$ cat src/rtl/stdp_weight_update_if.sv
// Handshake and weight-memory bus for stdp_weight_update.
// master = column controller / memory side, slave = the STDP update engine.
interface stdp_weight_update_if #(
  parameter int NUM_NEURONS = 4,
  parameter int NUM_INPUTS  = 8,
  parameter int TIME_W      = 4,
  parameter int W_W         = 3
);
  localparam int NW = $clog2(NUM_NEURONS);
  localparam int AW = $clog2(NUM_NEURONS * NUM_INPUTS);

  logic                         start;
  logic [NW-1:0]                winning_neuron;
  logic [TIME_W-1:0]            output_spike_time;
  logic [NUM_INPUTS*TIME_W-1:0] input_spike_times;
  logic                         busy;
  logic                         done;
  logic [AW-1:0]                wt_addr;
  logic                         wt_rd_en;
  logic [W_W-1:0]               wt_rd_data;
  logic                         wt_wr_en;
  logic [W_W-1:0]               wt_wr_data;

  modport master (
    output start, winning_neuron, output_spike_time, input_spike_times, wt_rd_data,
    input  busy, done, wt_addr, wt_rd_en, wt_wr_en, wt_wr_data
  );

  modport slave (
    input  start, winning_neuron, output_spike_time, input_spike_times, wt_rd_data,
    output busy, done, wt_addr, wt_rd_en, wt_wr_en, wt_wr_data
  );
endinterface

$ cat src/rtl/stdp_weight_update.sv
// STDP weight update for the winning neuron: read-calc-write sweep over its synapses.
// Optional macro STDP_STOCHASTIC_EN gates each update with a 3/4-probability LFSR draw.
module stdp_weight_update #(
  parameter int NUM_NEURONS = 4,
  parameter int NUM_INPUTS  = 8,
  parameter int TIME_W      = 4,
  parameter int W_W         = 3
) (
  input logic                 clk,
  input logic                 rst_l,
  stdp_weight_update_if.slave bus
);
  localparam int NW = $clog2(NUM_NEURONS);
  localparam int AW = $clog2(NUM_NEURONS * NUM_INPUTS);
  localparam int IW = $clog2(NUM_INPUTS);
  localparam logic [W_W-1:0]    WMAX     = '1;
  localparam logic [TIME_W-1:0] NO_SPIKE = '1;

  typedef enum logic [2:0] {S_IDLE, S_READ, S_CALC, S_WRITE, S_DONE} state_t;

  state_t                       state_q;
  logic [IW-1:0]                idx_q, idx_d;
  logic [NW-1:0]                winner_q;
  logic [TIME_W-1:0]            t_out_q;
  logic [NUM_INPUTS*TIME_W-1:0] t_in_q;
  logic                         busy_q, done_q, rd_en_q, wr_en_q;
  logic [AW-1:0]                addr_q;
  logic [W_W-1:0]               wr_data_q;

  logic [TIME_W-1:0] t_in;
  logic [W_W:0]      w_ext, w_inc, w_dec;
  logic [W_W-1:0]    w_new_d;
  logic              apply;

  function automatic logic [AW-1:0] addr_of(input logic [NW-1:0] w, input logic [IW-1:0] i);
    return AW'(w) * AW'(NUM_INPUTS) + AW'(i);
  endfunction

`ifdef STDP_STOCHASTIC_EN
  logic [15:0] lfsr_q;

  // Fibonacci LFSR, taps 16,14,13,11; advances once per weight calculation.
  always_ff @(posedge clk) begin
    if (!rst_l)                lfsr_q <= 16'hACE1;
    else if (state_q == S_CALC) lfsr_q <= {lfsr_q[14:0], lfsr_q[15] ^ lfsr_q[13] ^ lfsr_q[12] ^ lfsr_q[10]};
  end

  assign apply = (lfsr_q[1:0] != 2'b00);
`else
  assign apply = 1'b1;
`endif

  // Saturating update computed one bit wider than the weight so nothing wraps.
  always_comb begin
    // NOTE: every always_comb output gets a default first so no path can infer a latch.
    w_new_d = bus.wt_rd_data;
    idx_d   = idx_q + 1'b1;
    t_in    = t_in_q[idx_q*TIME_W +: TIME_W];
    w_ext   = {1'b0, bus.wt_rd_data};
    w_inc   = (w_ext == {1'b0, WMAX}) ? w_ext : w_ext + 1'b1;
    w_dec   = (w_ext == '0) ? w_ext : w_ext - 1'b1;
    if (apply && t_out_q != NO_SPIKE) begin
      if (t_in == NO_SPIKE || t_in > t_out_q) w_new_d = w_dec[W_W-1:0];
      else                                     w_new_d = w_inc[W_W-1:0];
    end
  end

  always_ff @(posedge clk) begin
    // NOTE: synchronous reset clears the captured times too, so a stale sweep can never resume.
    if (!rst_l) begin
      state_q   <= S_IDLE;
      idx_q     <= '0;
      winner_q  <= '0;
      t_out_q   <= '0;
      t_in_q    <= '0;
      busy_q    <= 1'b0;
      done_q    <= 1'b0;
      rd_en_q   <= 1'b0;
      wr_en_q   <= 1'b0;
      addr_q    <= '0;
      wr_data_q <= '0;
    end else begin
      case (state_q)
        S_IDLE: begin
          if (bus.start) begin
            winner_q <= bus.winning_neuron;
            t_out_q  <= bus.output_spike_time;
            t_in_q   <= bus.input_spike_times;
            idx_q    <= '0;
            addr_q   <= addr_of(bus.winning_neuron, '0);
            rd_en_q  <= 1'b1;
            busy_q   <= 1'b1;
            state_q  <= S_READ;
          end
        end
        S_READ: begin
          rd_en_q <= 1'b0;
          state_q <= S_CALC;
        end
        S_CALC: begin
          wr_data_q <= w_new_d;
          wr_en_q   <= 1'b1;
          state_q   <= S_WRITE;
        end
        S_WRITE: begin
          wr_en_q <= 1'b0;
          if (idx_q == IW'(NUM_INPUTS - 1)) begin
            done_q  <= 1'b1;
            state_q <= S_DONE;
          end else begin
            idx_q   <= idx_d;
            addr_q  <= addr_of(winner_q, idx_d);
            rd_en_q <= 1'b1;
            state_q <= S_READ;
          end
        end
        S_DONE: begin
          done_q  <= 1'b0;
          busy_q  <= 1'b0;
          state_q <= S_IDLE;
        end
        default: state_q <= S_IDLE;
      endcase
    end
  end

  assign bus.busy       = busy_q;
  assign bus.done       = done_q;
  assign bus.wt_addr    = addr_q;
  assign bus.wt_rd_en   = rd_en_q;
  assign bus.wt_wr_en   = wr_en_q;
  assign bus.wt_wr_data = wr_data_q;
endmodule

$ cat src/flat_wrapper.sv
// flat-port wrapper written by rule: the top's interface ports become plain ports
module stdp_weight_update_flat 
#(
  parameter int NUM_NEURONS = 4,
  parameter int NUM_INPUTS  = 8,
  parameter int TIME_W      = 4,
  parameter int W_W         = 3
)
  (clk, rst_l, bus_start, bus_winning_neuron, bus_output_spike_time, bus_input_spike_times, bus_wt_rd_data, bus_busy, bus_done, bus_wt_addr, bus_wt_rd_en, bus_wt_wr_en, bus_wt_wr_data);
  stdp_weight_update_if #(.NUM_NEURONS(NUM_NEURONS), .NUM_INPUTS(NUM_INPUTS), .TIME_W(TIME_W), .W_W(W_W)) bus_i ();
  input logic clk;
  input logic rst_l;
  input wire logic [$bits(bus_i.start)-1:0] bus_start;
  input wire logic [$bits(bus_i.winning_neuron)-1:0] bus_winning_neuron;
  input wire logic [$bits(bus_i.output_spike_time)-1:0] bus_output_spike_time;
  input wire logic [$bits(bus_i.input_spike_times)-1:0] bus_input_spike_times;
  input wire logic [$bits(bus_i.wt_rd_data)-1:0] bus_wt_rd_data;
  output wire logic [$bits(bus_i.busy)-1:0] bus_busy;
  output wire logic [$bits(bus_i.done)-1:0] bus_done;
  output wire logic [$bits(bus_i.wt_addr)-1:0] bus_wt_addr;
  output wire logic [$bits(bus_i.wt_rd_en)-1:0] bus_wt_rd_en;
  output wire logic [$bits(bus_i.wt_wr_en)-1:0] bus_wt_wr_en;
  output wire logic [$bits(bus_i.wt_wr_data)-1:0] bus_wt_wr_data;
  assign bus_i.start = bus_start;
  assign bus_i.winning_neuron = bus_winning_neuron;
  assign bus_i.output_spike_time = bus_output_spike_time;
  assign bus_i.input_spike_times = bus_input_spike_times;
  assign bus_i.wt_rd_data = bus_wt_rd_data;
  assign bus_busy = bus_i.busy;
  assign bus_done = bus_i.done;
  assign bus_wt_addr = bus_i.wt_addr;
  assign bus_wt_rd_en = bus_i.wt_rd_en;
  assign bus_wt_wr_en = bus_i.wt_wr_en;
  assign bus_wt_wr_data = bus_i.wt_wr_data;
  stdp_weight_update #(.NUM_NEURONS(NUM_NEURONS), .NUM_INPUTS(NUM_INPUTS), .TIME_W(TIME_W), .W_W(W_W)) u_core (.clk(clk), .rst_l(rst_l), .bus(bus_i));
endmodule
$ cat config.mk
export PLATFORM = sky130hd
export DESIGN_NAME = stdp_weight_update_flat
export DESIGN_NICKNAME = d
export VERILOG_FILES = /design/src/rtl/stdp_weight_update_if.sv /design/src/rtl/stdp_weight_update.sv /design/src/flat_wrapper.sv
export SDC_FILE = /design/constraint.sdc
export NUM_CORES = 1
export LEC_CHECK = 0
export BUFFER_PORTS_ARGS = -buffer_cell sky130_fd_sc_hd__buf_2
export CAP_MARGIN = 20
export CORE_ASPECT_RATIO = 0.9
export CORE_UTILIZATION = 42
export DETAILED_ROUTE_END_ITERATION = 7
export PLACE_DENSITY = 0.64
export SYNTH_ARGS = -nofsm -noshare
export SYNTH_HDL_FRONTEND = slang
export SYNTH_SLANG_ARGS = --single-unit
$ cat constraint.sdc
create_clock -name clk -period 3.15 [get_ports clk]
set_input_delay 0.1575 -clock clk [delete_from_list [all_inputs] [get_ports clk]]
set_output_delay 0.1575 -clock clk [all_outputs]
set_load 0.01 [all_outputs]
==> summary by stage <==
Logic synthesis
sky130_fd_sc_hd__dfxtp_1 takes more of the synthesized area than any other cell. Of the post-synthesis cell area, the dominant cell type holds between 40% and 50%. Yosys attributes the largest share of cell area to sky130_fd_sc_hd__dfxtp_1 (40%), sky130_fd_sc_hd__nand2_1 (13%), sky130_fd_sc_hd__a21boi_1 (7.4%).

The cell area that synthesis handed to floorplanning was around 2600 um2. A synthesized cell averages 8.67 um2. The number of synthesis warnings is 0.

The count of mapped cells out of synthesis is about 300. The number of different library cells used by synthesis comes to 39. The number of enable-type register cells in the synthesized netlist is 0.

The proportion of register bits with asynchronous set or reset after synthesis is 0%. In the synthesized netlist the dominant register cell turns out to be sky130_fd_sc_hd__dfxtp_1. Summing the sequential cell areas from Yosys gives 40.3% of the chip area.

The number of storage elements in the synthesis netlist is 53. The total nets after synthesis is 357.

Worst setup path
The highest fanout seen on the critical path is 8. The critical path is of the flop to flop type. Walking the worst path, the cells encountered are buf_4, mux4_1, mux2i_2, ha_1, nor2b_1, o21a_1, o21a_1, o21ai_0, a221oi_2, a211o_1.

The sort of element at the start of the critical path is a flop. The required time at the worst-slack endpoint is about 3.4 ns. For this design, the slowest cell found on the critical path is sky130_fd_sc_hd__mux4_1.

At the worst endpoint, the arrival time is about 3.2 ns. The launching element of the worst setup path is u_core.bus.wt_addr[0]. The largest incremental delay on the critical path is around 0.58 ns. The startpoint identified for the worst register-to-register timing path is u_core.bus.wt_addr[0].

The worst setup path is captured at a flop. The most numerous cell on the critical path is sky130_fd_sc_hd__o21a_1.

STA
The clock tree skew after final layout is about 0.0068 ns. The final-report setup violation count is 0. The final period demand of the worst path is roughly 3.0 ns. The number of failing hold endpoints at the final stage is 0.

On the final layout, the worst hold slack is approximately 0.073 ns. The summed negative setup slack over all endpoints is 0 ns. The achievable frequency is between 300 and 400 MHz. Setup repair after global routing left no endpoint under its margin. The number of slew-limit violations in the final report is 0.

The final critical path takes up a little over nine tenths of the cycle. The relative slew slack is 67.1%. The slack of the critical path is around 0.20 ns. The slew at the pin with the worst max-slew slack is 0.493 ns.

Run
The reported max-cap violation count is 0.

Drt
In the final routed layout, each cell accounts on average for 13.5 um. The starting DRC count in detailed routing is approximately 110. The post-detailed-routing wire length is between 5000 and 6000 um. Dividing the detail-routed via count by the number of cells gives between 5 and 6.

The routed via count is around 2200. The number of nets still failing antenna checks after routing is 0. The detailed-routing iteration count for the pre-antenna-repair pass is 4. For this run, design rule violations remaining after detail routing come to 0.

Place
The placement-stage cell area is ~2900 um2. The sum of net half-perimeters after detailed placement is ~4100 um. The congestion estimate from routability-driven global placement came to between 0.8 and 0.9. The setup slack at placement is 0.210 ns.

The number of I/O port buffers is 55.

Clock tree
For the worst-skew pair, the clock arrives at the later sink with an insertion delay of around 0.31 ns. The longest clock path from root to sink contains 2 buffers. The H-tree depth reported by CTS is 2. TritonCTS built the clock tree. The library cell used as clock root buffer is sky130_fd_sc_hd__clkbuf_8. The cts-stage hold buffer count is 0. Clock tree synthesis inserted a total of 5 buffers.

After clock tree synthesis, the setup repair step added 0 buffers. After clock tree synthesis, the clock-pin slew on the worst setup and hold paths is around 0.10 ns. The post-cts sizing count is 0.

The clock net sink count is 53.

GRT
The leftover overflow at the end of global routing is 0. The largest net degree at the start of global routing is 39. The number of antenna violations at the first check in global routing is 0.

The overall routing resource usage is 18.7%. The first-pass GRT wire length is approximately 10000 um. The number of global-route vias before repair is about 2100.

Floorplanning
The die extent in y is between 70 and 80 um. The site row count is 26. The number of ports placed on the die boundary is 56.

The die covers between 6000 and 7000 um2. The floorplan step set the die width to 85.5 um. The region available for standard cell placement spans approximately 6000 um2. The effective utilization at floorplan is around 45%.

Layout
The area growth from synthesis to layout is 14.7%. The repair_antennas step left the layout with diodes totalling 0. After routing the design area is 3020 um2. The count of fill cells added during filler insertion is 580. After the last flow step, the layout net total stands at 404.

The fraction of final layout cells sized beyond drive strength 1 is 21.0%. The utilization of the core after routing is 51.6%.

Pwr
In this run, the clock network consumes roughly a quarter of the power. Sequential cells burn roughly 50% of the power. Power spread over the standard cell area amounts to slightly above 500 nW/um2. The analysis attributes to net switching a power of ~500 uW.

VDD sags by at most 264 uV. Internal power comes to 1060 uW. The analysis attributes to cell leakage a power of 0.00130 uW.

The switching part of the total is between 30% and 40%. Of the total power, combinational logic draws a little under a quarter.

Hold path
The min-delay analysis places its worst path in the category primary input to flop. The worst hold path begins at bus_input_spike_times[28].

Run status
The run finished with clean final reports.
## per-stage QoR
| stage | std cells | power, uW |
|---|---|---|
| detailed placement | 414 | 1180 |
| global route | 422 | 1670 |
| finish | 422 | 1570 |
| floorplan | 304 | 1060 |
| CTS | 422 | 1590 |
| global placement | 414 | 1170 |
## worst max-delay path: cells and delay by family (launching register included)
family / cells / cell delay, ns
simple gates: 1 / 0.05
compound gates: 5 / 1.04
mux: 2 / 0.80
buf+inv: 1 / 0.22
flops: 1 / 0.55
fa+ha+maj: 1 / 0.20
## worst paths after layout
check | to | slack [ns] | cells after the start
hold / removal | u_core.t_in_q[28] | 0.07 | 3
hold reg to reg | u_core.t_in_q[18] | 0.46 | 2
setup reg to reg | u_core.bus.wt_wr_data[0] | 0.20 | 10
setup / recovery | u_core.bus.wt_wr_data[0] | 0.20 | 10
## cell usage after synthesis (3+ instances only)
cell                       number
sky130_fd_sc_hd__mux2i_1        3
sky130_fd_sc_hd__nand4_1        3
sky130_fd_sc_hd__a21boi_0      12
sky130_fd_sc_hd__nor2_1         8
sky130_fd_sc_hd__a21oi_1       10
sky130_fd_sc_hd__inv_1         10
sky130_fd_sc_hd__nand2_1       91
sky130_fd_sc_hd__dfxtp_1       53
sky130_fd_sc_hd__nor2b_1        8
sky130_fd_sc_hd__clkbuf_1      16
sky130_fd_sc_hd__a21boi_1      26
sky130_fd_sc_hd__mux4_1         6
sky130_fd_sc_hd__o21ai_0        7
sky130_fd_sc_hd__nand3_1        6
sky130_fd_sc_hd__ha_1           9
sky130_fd_sc_hd__o211ai_1       3
sky130_fd_sc_hd__o21a_1         3
## per-layer routing
metal  track usage (%)  vias up  wire length [um]
met1              27.3      980              3030
met2              27.8       56              2330
li1                  -     1138                 -
met5                 0        -                 0
met3              3.44        7               237
met4              5.50        0                70
## cell families after synthesis
family	after synthesis	synth area share [%]
AND/OR/NAND/NOR	127	20.6
AO/OA/AOI/OAI	72	19.5
flip-flops	53	40.3
buffers and inverters	29	5.18
multiplexers	13	9.88
adder cells (fa/ha/maj)	9	4.27
XOR/XNOR	1	0.332
## layout make-up
| type | count | area (um2) | area share, % |
|---|---|---|---|
| Inverter | 10 | 37.5 | 1.24 |
| Clock buffer | 5 | 68.8 | 2.28 |
| Clock inverter | 3 | 25.0 | 0.828 |
| Timing Repair Buffer | 59 | 305 | 10.1 |
| Tap cell | 70 | 87.6 | 2.90 |
| Multi-Input combinational cell | 222 | 1440 | 47.6 |
| Sequential cell | 53 | 1060 | 35.1 |
## power by group through the flow
stage | Combinational [uW] | Clock, uW | Sequential [uW]
after CTS | 374 | 419 | 794
after global placement | 363 | 0 | 811
final | 370 | 404 | 794
after floorplan | 272 | 0 | 792
after global routing | 422 | 443 | 804
after detailed placement | 372 | 0 | 809
## cells in the final DEF, fill, tap and decap left out, types with 2 or more instances in the layout
master	instances
sky130_fd_sc_hd__o21ai_0	7
sky130_fd_sc_hd__nor4_1	2
sky130_fd_sc_hd__clkbuf_8	5
sky130_fd_sc_hd__mux4_1	6
sky130_fd_sc_hd__buf_2	55
sky130_fd_sc_hd__a21oi_1	10
sky130_fd_sc_hd__dfxtp_1	53
sky130_fd_sc_hd__a21boi_1	26
sky130_fd_sc_hd__mux2i_1	3
sky130_fd_sc_hd__nand4_1	3
sky130_fd_sc_hd__mux2i_2	2
sky130_fd_sc_hd__inv_1	10
sky130_fd_sc_hd__o211ai_1	3
sky130_fd_sc_hd__and2_1	2
sky130_fd_sc_hd__inv_6	2
sky130_fd_sc_hd__mux4_2	2
sky130_fd_sc_hd__a21boi_0	12
sky130_fd_sc_hd__a22oi_1	2
sky130_fd_sc_hd__o211a_1	2
sky130_fd_sc_hd__nand2_1	91
sky130_fd_sc_hd__nor2_1	8
sky130_fd_sc_hd__nand3_1	6
sky130_fd_sc_hd__nand2b_1	2
sky130_fd_sc_hd__o31ai_1	2
sky130_fd_sc_hd__ha_1	9
sky130_fd_sc_hd__o21a_1	3
sky130_fd_sc_hd__nor2b_1	8
sky130_fd_sc_hd__buf_4	4
## state kept, by name, summed over array words and instances (netlist names)
name,cells
u_core.bus.wt_rd_en,1
u_core.t_out_q,4
u_core.winner_q,2
u_core.bus.wt_wr_data,3
u_core.bus.wt_wr_en,1
u_core.t_in_q,32
u_core.bus.wt_addr,5
u_core.bus.done,1
u_core.state_q,3
u_core.bus.busy,1
Note: power is estimated with default switching activity, not from simulation.
